==> src/rtl/seg7_scan_controller.sv <==
`default_nettype none
// ============================================================================
// Module  : seg7_scan_controller
// Brief   : Time-shares one external nibble-to-7-segment decoder across
//           DIGITS displays, latching each result into a static segment bank.
// Rev     : 1.0
// ============================================================================
module seg7_scan_controller #(
   parameter int DIGITS        = 4,
   parameter int PRESCALE      = 50000,
   parameter bit BLANK_LEADING = 1
) (
   input  logic                  clk,
   input  logic                  rst,
   input  logic                  enable,
   input  logic                  load,
   input  logic [4*DIGITS-1:0]   value,
   output logic [3:0]            dcd_bin,
   input  logic [6:0]            dcd_seg,
   output logic [7*DIGITS-1:0]   seg_bank,
   output logic                  pending,
   output logic                  frame_done
);

   localparam int c_iw = (DIGITS > 1) ? $clog2(DIGITS) : 1;
   localparam int c_cw = $clog2(PRESCALE);
   localparam logic [c_cw-1:0] c_slot_last = c_cw'(PRESCALE - 1);
   localparam logic [c_cw-1:0] c_slot_pre  = c_cw'(PRESCALE - 2);
   localparam logic [c_iw-1:0] c_idx_last  = c_iw'(DIGITS - 1);

   if (DIGITS < 2 || DIGITS > 8 || PRESCALE < 3) begin : g_param_check
      $error("seg7_scan_controller: DIGITS must be 2..8 and PRESCALE >= 3");
   end

   typedef enum logic [1:0] {
      S_IDLE    = 2'd0,
      S_PRESENT = 2'd1,
      S_CAPTURE = 2'd2,
      S_HOLD    = 2'd3
   } state_t;

   state_t              r_state;
   logic [c_iw-1:0]     r_idx;
   logic [c_cw-1:0]     r_slot;
   logic [4*DIGITS-1:0] r_active;
   logic [4*DIGITS-1:0] r_shadow;
   logic                r_pending;
   logic [3:0]          r_dcd;
   logic                r_frame_done;
   logic [6:0]          r_seg [DIGITS];

   logic [3:0]          w_act_nib [DIGITS];
   logic [DIGITS-1:0]   w_blank;
   logic [4*DIGITS-1:0] w_frame_active;
   logic [c_iw-1:0]     w_idx_inc;
   logic                w_last_digit;
   logic                w_slot_end;
   logic                w_frame_start;

   for (genvar i = 0; i < DIGITS; i++) begin : g_digit
      assign w_act_nib[i]       = r_active[4*i +: 4];
      assign seg_bank[7*i +: 7] = r_seg[i];
   end

   // A digit is blank when it and every more-significant nibble are zero.
   always_comb begin
      w_blank = '0;
      for (int i = 1; i < DIGITS; i++) begin
         w_blank[i] = BLANK_LEADING && ((r_active >> (4*i)) == '0);
      end
   end

   assign w_frame_active = r_pending ? r_shadow : r_active;
   assign w_idx_inc      = r_idx + 1'b1;
   assign w_last_digit   = (r_idx == c_idx_last);
   assign w_slot_end     = (r_state == S_HOLD) && (r_slot == c_slot_last);
   assign w_frame_start  = enable && ((r_state == S_IDLE) || (w_slot_end && w_last_digit));

   always_ff @(posedge clk or posedge rst) begin
      if (rst) begin
         r_state      <= S_IDLE;
         r_idx        <= '0;
         r_slot       <= '0;
         r_active     <= '0;
         r_shadow     <= '0;
         r_pending    <= 1'b0;
         r_dcd        <= 4'h0;
         r_frame_done <= 1'b0;
         for (int i = 0; i < DIGITS; i++) begin
            r_seg[i] <= 7'h7F;
         end
      end else begin
         r_frame_done <= ((r_state == S_CAPTURE) || (r_state == S_HOLD)) &&
                         (r_slot == c_slot_pre) && w_last_digit;

         // Load is ordered after the transfer so a coincident load stays pending.
         if (w_frame_start) begin
            r_active  <= w_frame_active;
            r_pending <= 1'b0;
         end
         if (load) begin
            r_shadow  <= value;
            r_pending <= 1'b1;
         end

         case (r_state)
            S_IDLE: begin
               if (enable) begin
                  r_state <= S_PRESENT;
                  r_idx   <= '0;
                  r_slot  <= '0;
                  r_dcd   <= w_frame_active[3:0];
               end
            end
            S_PRESENT: begin
               r_state <= S_CAPTURE;
               r_slot  <= r_slot + 1'b1;
            end
            S_CAPTURE: begin
               r_seg[r_idx] <= w_blank[r_idx] ? 7'h7F : dcd_seg;
               r_state      <= S_HOLD;
               r_slot       <= r_slot + 1'b1;
            end
            S_HOLD: begin
               if (r_slot == c_slot_last) begin
                  r_slot <= '0;
                  if (!enable) begin
                     r_state <= S_IDLE;
                     r_idx   <= '0;
                  end else if (w_last_digit) begin
                     r_state <= S_PRESENT;
                     r_idx   <= '0;
                     r_dcd   <= w_frame_active[3:0];
                  end else begin
                     r_state <= S_PRESENT;
                     r_idx   <= w_idx_inc;
                     r_dcd   <= w_act_nib[w_idx_inc];
                  end
               end else begin
                  r_slot <= r_slot + 1'b1;
               end
            end
            default: r_state <= S_IDLE;
         endcase
      end
   end

   assign dcd_bin    = r_dcd;
   assign pending    = r_pending;
   assign frame_done = r_frame_done;

endmodule
`default_nettype wire

==> config.mk <==
export PLATFORM = sky130hd
export DESIGN_NAME = seg7_scan_controller
export DESIGN_NICKNAME = d
export VERILOG_FILES = /design/src/rtl/seg7_scan_controller.sv
export SDC_FILE = /design/constraint.sdc
export NUM_CORES = 1
export LEC_CHECK = 0
export CORE_MARGIN = 5
export CORE_UTILIZATION = 49
export DETAILED_ROUTE_END_ITERATION = 10
export PLACE_DENSITY = 0.85
export SYNTH_ARGS = -nofsm -noshare
export SYNTH_HDL_FRONTEND = slang
export SYNTH_SLANG_ARGS = --single-unit
==> constraint.sdc <==
create_clock -name clk -period 2.2 [get_ports clk]
set_input_delay 0.22 -clock clk [delete_from_list [all_inputs] [get_ports clk]]
set_output_delay 0.22 -clock clk [all_outputs]
set_load 0.005 [all_outputs]
==> out/metrics.csv, run 1 <==
metric,value,unit
cts-root-buf,clkbuf_8,
synth_edf_count,0,
dp.cells,528,
dieHeight,101,um
yosys.area.top_type,dfrtp_1,
synth.distinct_cells,50,
hold_viol,0,
path_max_fanout,8,
worst_ep_arrival_time,2.32,ns
setup_viol,0,
relSlewSlack,0.544,
die_w,101,um
cts_tree,done,
ant_nets,0,
hp-class,input pin to asynchronous set/reset pin,
synth_flop_cell,dfrtp_1,
fin_setup_tns,0,ns
cp_data_required_time,2.44,ns
gp_congestion,0.830,
layout-drive-gt1-share,0.225,
antenna_cells,0,
htreeDepth,3,
synth_nets,405,
firstDrtPassIters,5,
power_density,615,mW/mm2
yosysWarningCount,0,
crit_path_end_kind,flip-flop,
synth.top_cell.area_share,0.358,
clkLatencyLatePin,0.36,ns
ir_drop,0.247,mV
max_cap_violations,0,
die_area,0.0102,mm2
status,completed,
async_flop_share,1.00,
gr-usage-all-layers,0.186,
fin_cells,545,
ys_seq_elements,86,
start_util,0.499,
rows,33,
yosys-top-cells-area,"dfrtp_1 (36%), dfstp_2 (18%), a21oi_1 (6.5%), mux2_2 (5.3%), nor2_1 (4.5%)",
synth_most_common_cell,dfrtp_1,
fin_ws,0.119,ns
final_nets,472,
grt_pass1_wl,15000,um
ios,61,
crit_type,flip-flop to flip-flop,
fin_crit,2.08,ns
drc,0,
dp_slack,0.0629,ns
whs,0.302,ns
synthTopCellsByCount,"dfrtp_1 (58), a21oi_1 (53), nor2_1 (49)",
drt_iter0_markers,238,
viasPerCell,5.63,
wirelength,8920,um
clock_skew,0.0153,ns
cts_setup_buffers,0,
cts.reportedPaths.clkPinSlew,0.09,ns
clock-sinks,86,
grt_max_degree,87,
numCtsBuffers,9,
yosysSeqAreaShare,0.539,
worst_setup_path_start_kind,flip-flop,
syn2layout_area_growth,24.7,%
drv_slew,0,
dp_hpwl,6360,um
routed-via-count,3068,
antenna_found_initial,0,
core,0.00813,mm2
wl_per_cell,16.4,um
syn_avg_cell_area,11.0,um2
rsz0062_at_grt,no,
power.leakage,2.17,nW
min_period_over_period,0.946,
port_buffers,60,
grt_pass1_vias,3126,
grt_overflow,0,
tightest_slew,0.684,ns
fmax,0.481,GHz
syn_inst,368,
syn_area,0.00406,mm2
clk_path_buf_depth,2,
## layer usage
metal | part of all wire | GRT usage | up-vias
met1 | 0.42 | 0.239 | 1470
li1 | - | - | 1448
met3 | 0.071 | 0.0332 | 26
met5 | 0 | 0 | -
met2 | 0.48 | 0.306 | 124
met4 | 0.024 | 0.0838 | 0
## final timing paths
kind	from	cells after the start	end	slack, ns
worst max-delay path	r_slot[0]$_DFFE_PP0P_	6	r_active[14]$_DFFE_PP0P_	0.12
worst min-delay path	rst	3	r_slot[9]$_DFFE_PP0P_	0.30
worst max register to register	r_slot[0]$_DFFE_PP0P_	6	r_active[14]$_DFFE_PP0P_	0.12
worst min register to register	seg_bank[15]$_DFFE_PP1P_	2	seg_bank[15]$_DFFE_PP1P_	0.51
max in group asynchronous	rst	3	r_slot[13]$_DFFE_PP0P_	1.50
min in group clk	value[5]	2	r_shadow[5]$_DFFE_PP0P_	0.46
## cell families (layout without fill, tap and decap cells)
family | after synthesis | count (layout) | share of synthesized area
adders and majority gates | 10 | 10 | 0.0309
AOI/OAI and AO/OA | 90 | 90 | 0.126
DFF | 86 | 86 | 0.539
buffers and inverters | 30 | 101 | 0.0352
and+or+nand+nor | 113 | 114 | 0.142
muxes | 39 | 39 | 0.127
## critical path: stages, from the launching register on
cell and delay, ns:
dfrtp_1 0.42, ha_1 0.24, and3_4 0.21, and4_1 0.25
a31o_4 0.22, and3_4 0.28, mux2_2 0.35
## per-stage QoR
stage	area (um2)	util	total power, mW
floorplan	4060	-	1.75
global placement	4800	0.591	1.83
detailed placement	4800	0.591	1.84
CTS	5040	0.620	3.15
global route	5060	0.622	3.23
finish	5060	0.622	3.11
## placed cells by master, fill, tap and decap left out, types with 3 or more instances in the layout
| master | count |
|---|---|
| clkdlybuf4s50_1 | 60 |
| dfrtp_1 | 58 |
| a21oi_1 | 53 |
| nor2_1 | 49 |
| dfstp_2 | 28 |
| o21ai_0 | 19 |
| mux2_2 | 19 |
| nand2_1 | 17 |
| buf_4 | 12 |
| inv_1 | 11 |
| nand3_1 | 10 |
| mux2_4 | 10 |
| ha_1 | 10 |
| clkbuf_8 | 10 |
| mux2i_1 | 6 |
| nor3_1 | 5 |
| or3_1 | 4 |
| and2_0 | 4 |
| mux4_2 | 4 |
| and3_4 | 3 |
| nand4_1 | 3 |
| nor4_1 | 3 |
| a21o_1 | 3 |
## power by group
| group | internal, mW | total (mW) | switching (mW) | leakage [nW] |
|---|---|---|---|---|
| clock | 0.745 | 1.30 | 0.555 | 0.123 |
| sequential | 1.62 | 1.64 | 0.0218 | 1.01 |
| combinational | 0.0921 | 0.167 | 0.0747 | 1.04 |
| total | 2.46 | 3.11 | 0.652 | 2.17 |
## state kept, by name (all words and copies together), names as in the netlist
signal / cells
r_active: 16
r_state: 2
pending: 1
frame_done: 1
r_slot: 16
r_shadow: 16
seg_bank: 28
dcd_bin: 4
r_idx: 2
## timing repair
| action | CTS | global route |
|---|---|---|
| hold buffers | 0 | 0 |
| endpoints found under the setup margin | 0 | 11 |
| gates resized for setup | 0 | 1 |
## area by class of cell
type | count | area (um2)
clock buffer | 12 | 166
clock inverter | 4 | 75.1
fill | 642 | 3080
inverter | 12 | 48.8
multi-input combinational | 253 | 1740
sequential | 86 | 2190
tap | 105 | 131
timing repair buffer | 73 | 711
(Power assumes the default switching activity.)
==> run 2, diff against run 1 <==
--- a/config.mk
+++ b/config.mk
@@ -6,9 +6,10 @@
 export NUM_CORES = 1
 export LEC_CHECK = 0
 export CORE_MARGIN = 5
-export CORE_UTILIZATION = 49
+export CORE_UTILIZATION = 51
+export CTS_BUF_LIST = sky130_fd_sc_hd__clkbuf_8
 export DETAILED_ROUTE_END_ITERATION = 10
-export PLACE_DENSITY = 0.85
+export PLACE_DENSITY = 0.88
 export SYNTH_ARGS = -nofsm -noshare
 export SYNTH_HDL_FRONTEND = slang
 export SYNTH_SLANG_ARGS = --single-unit
==> run 2 against run 1 <==
Worst setup slack got worse by 0.035 ns. Clock power decreased by 10%. Clock-buffer cell count decreased by 3. Sequential cell count unchanged. First-iteration DRC count is 4.6% higher. Worst hold slack improved by 0.016 ns. Combinational power is essentially flat. Routed wire length up 3.1%.
==> out/metrics.csv, run 2 (synthesized netlist as in run 1, its figures left out) <==
metric,value,unit
cpPeakStageDelay,0.43,ns
start_util,0.525,
fin_ws,0.0842,ns
syn2layout_area_growth,23.6,%
dieHeight,99.2,um
antenna_found_initial,0,
whs,0.318,ns
dp.cells,524,
numCtsBuffers,9,
crit_path_end_kind,flip-flop,
clkLatencyLatePin,0.36,ns
hp-class,input pin to asynchronous set/reset pin,
status,completed,
grt_pass1_wl,15200,um
ir_drop,0.306,mV
antenna_cells,0,
die_w,99.2,um
ios,61,
gr-usage-all-layers,0.196,
cp_common_cell,and3_4,
routed-via-count,3024,
final_common_cell,clkdlybuf4s50_1,
die_area,0.00983,mm2
most-common-layout-cells,"clkdlybuf4s50_1 (60), dfrtp_1 (58), a21oi_1 (53)",
multi_input_area,0.00174,mm2
htreeDepth,3,
viasPerCell,5.59,
path_max_fanout,8,
layout-drive-gt1-share,0.219,
wl_per_cell,17.0,um
power_density,594,mW/mm2
relSlewSlack,0.458,
cts_setup_buffers,0,
cts_tree,done,
clock_skew,0.0137,ns
port_buffers,60,
drv_slew,0,
cp_data_required_time,2.45,ns
hold_buffers,0,
max_cap_violations,0,
setup_viol,0,
firstDrtPassIters,5,
slowest_stage,dfrtp_1,
fin_setup_tns,0,ns
grt_pass1_vias,3096,
min_period_over_period,0.962,
cts-root-buf,clkbuf_8,
dp_slack,0.0485,ns
register_area,0.00219,mm2
fin_cells,541,
grt_overflow,0,
rows,32,
worst_ep_arrival_time,2.37,ns
tightest_slew,0.811,ns
fillCellCount,588,
wirelength,9190,um
rsz0062_at_grt,no,
cts.reportedPaths.clkPinSlew,0.09,ns
final_nets,471,
path_cells,"ha_1, and3_4, and4_1, a31o_4, and3_4, mux2_2",
clock-sinks,86,
fmax,0.473,GHz
drc,0,
power.leakage,2.15,nW
largest_register_ffs,28,
hold_viol,0,
grt_max_degree,87,
clk_path_buf_depth,2,
worst_setup_path_start_kind,flip-flop,
dp_hpwl,6700,um
place_area,0.00479,mm2
crit_type,flip-flop to flip-flop,
core,0.00773,mm2
fin_crit,2.12,ns
ant_nets,0,
post-route-cell-area,0.00501,mm2
drt_iter0_markers,249,
gp_congestion,0.868,
-- run 2: final timing paths --
check	start	end	slack [ns]	depth (start not counted)
worst max-delay path	r_slot[0]$_DFFE_PP0P_	r_active[15]$_DFFE_PP0P_	0.08	6
worst min-delay path	rst	r_slot[14]$_DFFE_PP0P_	0.32	3
worst max register to register	r_slot[0]$_DFFE_PP0P_	r_active[15]$_DFFE_PP0P_	0.08	6
worst min register to register	seg_bank[1]$_DFFE_PP1P_	seg_bank[1]$_DFFE_PP1P_	0.50	2
max in group asynchronous	rst	seg_bank[4]$_DFFE_PP1P_	1.50	3
min in group clk	value[14]	r_shadow[14]$_DFFE_PP0P_	0.47	2
-- run 2: what timing repair did --
action	CTS	global route
hold endpoints to repair	0	0
setup endpoints to repair	0	12
resized for setup	0	1
-- run 2: per-stage QoR --
stage | util | total power, mW
after CTS | 0.647 | 3.00
after global routing | 0.648 | 3.08
after detailed placement | 0.620 | 1.84
after floorplan | - | 1.75
final | 0.648 | 2.98
after global placement | 0.620 | 1.83
-- run 2: critical path: cells and delay by family, from the launching register on --
kind                     cells  cell delay, ns
flip-flops                   1            0.43
adder cells (fa/ha/maj)      1            0.27
AND/OR/NAND/NOR              3            0.74
AO/OA/AOI/OAI                1            0.22
multiplexers                 1            0.35
-- run 2: routing by layer --
metal	share of wire	vias to the layer above	wire length, um	GRT usage
met3	0.062	20	574	0.0323
met5	0	-	0	0
met2	0.49	123	4520	0.324
met1	0.42	1455	3890	0.249
li1	-	1426	-	-
met4	0.024	0	217	0.0966
-- run 2: power breakdown --
group / total [mW] / switching, mW / internal, mW / leakage, nW
registers: 1.65 / 0.0225 / 1.62 / 1.01
logic: 0.166 / 0.0748 / 0.0913 / 1.03
clock network: 1.17 / 0.540 / 0.625 / 0.113
total: 2.98 / 0.637 / 2.34 / 2.15
-- run 2: cell type report --
cell class                      count  area share
Multi-Input combinational cell    253       0.347
Inverter                           12     0.00974
Tap cell                          102      0.0255
Timing Repair Buffer               72       0.140
Clock inverter                      7      0.0167
Clock buffer                        9      0.0247
Sequential cell                    86       0.436
==> run 3, diff against run 2 <==
--- a/config.mk
+++ b/config.mk
@@ -5,7 +5,6 @@
 export SDC_FILE = /design/constraint.sdc
 export NUM_CORES = 1
 export LEC_CHECK = 0
-export CORE_MARGIN = 5
 export CORE_UTILIZATION = 51
 export CTS_BUF_LIST = sky130_fd_sc_hd__clkbuf_8
 export DETAILED_ROUTE_END_ITERATION = 10
==> run 3 against run 2 <==
Non-clock buffer count decreased by 2. Sequential share of layout area grew 0.24 points. Maximum frequency shrank 0.95%. Register-to-register slack worse by 0.02 ns. Via count rose by 1.2%. Sequential cell count unchanged. Cell count is 0.37% lower. First-iteration DRC count unchanged. Highest routed layer unchanged. Critical path type unchanged. Largest power group unchanged.
==> out/metrics.csv, run 3 (synthesized netlist as in run 1, its figures left out) <==
metric,value,unit
status,completed,
die_area,0.00831,mm2
setup_viol,0,
ios,61,
largest_register_ffs,28,
crit_type,flip-flop to flip-flop,
final_common_cell,clkdlybuf4s50_1,
gr-usage-all-layers,0.225,
layout-drive-gt1-share,0.220,
htreeDepth,3,
worst_setup_path_start_kind,flip-flop,
cts_setup_buffers,0,
fmax,0.468,GHz
viasPerCell,5.68,
core,0.00773,mm2
relSlewSlack,0.493,
r2r-start,r_slot[0]$_DFFE_PP0P_,
routed-via-count,3060,
max_cap_violations,0,
start_util,0.525,
most-common-layout-cells,"clkdlybuf4s50_1 (60), dfrtp_1 (58), a21oi_1 (53)",
ant_nets,0,
fin_crit,2.14,ns
crit_start,r_slot[0]$_DFFE_PP0P_,
cts.reportedPaths.clkPinSlew,0.08,ns
cts-root-buf,clkbuf_8,
dp_hpwl,6280,um
antenna_found_initial,0,
cp_data_required_time,2.45,ns
clk_path_buf_depth,2,
power.leakage,2.14,nW
tightest_slew,0.758,ns
power_density,584,mW/mm2
final_nets,469,
critPathTopFamily,simple AND/OR/NAND/NOR gates,
fin_setup_tns,0,ns
firstDrtPassIters,5,
min_period_over_period,0.971,
slowest_stage,dfrtp_1,
clock-sinks,86,
worst_ep_arrival_time,2.39,ns
cts_tree,done,
wl_per_cell,16.4,um
clkLatencyLatePin,0.36,ns
crit_path_end_kind,flip-flop,
grt_max_degree,87,
drt_iter0_markers,249,
numCtsBuffers,9,
grt_pass1_vias,2939,
drv_slew,0,
antenna_cells,0,
rows,32,
rsz0062_at_grt,no,
fillCellCount,577,
gp_congestion,0.837,
dieHeight,91.2,um
hold_viol,0,
die_w,91.2,um
grt_overflow,0,
hp-class,input pin to asynchronous set/reset pin,
path_cells,"ha_1, and3_4, and4_1, a31o_4, and3_2, mux2_4",
port_buffers,60,
dp.cells,522,
grt_pass1_wl,14500,um
path_max_fanout,8,
post-route-util,0.645,
clock_skew,0.00776,ns
fin_cells,539,
cpPeakStageDelay,0.43,ns
wirelength,8840,um
drc,0,
critPathBufInv,0,
ir_drop,0.451,mV
syn2layout_area_growth,22.9,%
==> run 3: cell types whose count changed in the layout (fill, tap and decap cells not counted), sizes merged <==
| cell | delta |
|---|---|
| buf | -2 |
| bufinv | -1 |
| clkbuf | +1 |
| clkinv | +1 |
| inv | -1 |
==> run 3: path summary, 6_finish.rpt <==
check | to | slack [ns] | depth (start not counted)
max | r_active[10]$_DFFE_PP0P_ | 0.06 | 6
min | r_slot[11]$_DFFE_PP0P_ | 0.33 | 3
max reg2reg | r_active[10]$_DFFE_PP0P_ | 0.06 | 6
min reg2reg | seg_bank[27]$_DFFE_PP1P_ | 0.51 | 2
max in group asynchronous | seg_bank[3]$_DFFE_PP1P_ | 1.53 | 3
min in group clk | r_shadow[10]$_DFFE_PP0P_ | 0.47 | 2
==> run 3: what timing repair did <==
item                       in CTS  in global routing
setup endpoints to repair       0                  2
resized for setup               0                  0
hold buffers                    0                  0
==> run 3: final cells by class <==
cell class	instances	area (um2)	share of cell area
multi-input combinational	253	1730	0.348
timing repair buffer	70	688	0.138
clock buffer	10	138	0.0276
clock inverter	6	61.3	0.0123
sequential	86	2190	0.439
inverter	12	48.8	0.00979
tap	102	128	0.0256
==> run 3: routing by layer <==
layer  up-vias  part of all wire  GRT usage
li1       1432                 -          -
met4         0             0.026      0.120
met3        21             0.045     0.0369
met1      1486              0.43      0.291
met2       121              0.50      0.366
met5         -                 0          0
==> run 3: worst register-to-register path: cells and delay by family, from the launching register on <==
family	cells	cell delay, ns
fa+ha+maj	1	0.26
flops	1	0.43
simple gates	3	0.73
mux	1	0.32
compound gates	1	0.28
==> run 3: through the flow <==
| stage | worst slack [ns] | hold WS (ns) | instance area [um2] | total power [mW] |
|---|---|---|---|---|
| 2_1_floorplan | 0.0219 | 0.372 | 4060 | 1.75 |
| 3_3_place_gp | 0.151 | 0.491 | 4780 | 1.83 |
| 3_5_place_dp | 0.0814 | 0.491 | 4780 | 1.84 |
| 4_1_cts | 0.0594 | 0.337 | 4980 | 2.94 |
| 5_1_grt | 0.0227 | 0.388 | 4980 | 3.02 |
| 6_report | 0.0640 | 0.328 | 4980 | 2.91 |
==> run 3: power by group <==
group	internal (mW)	total (mW)	switching, mW	leakage, nW
clock	0.552	1.10	0.548	0.104
sequential	1.62	1.65	0.0229	1.01
combinational	0.0901	0.165	0.0745	1.02
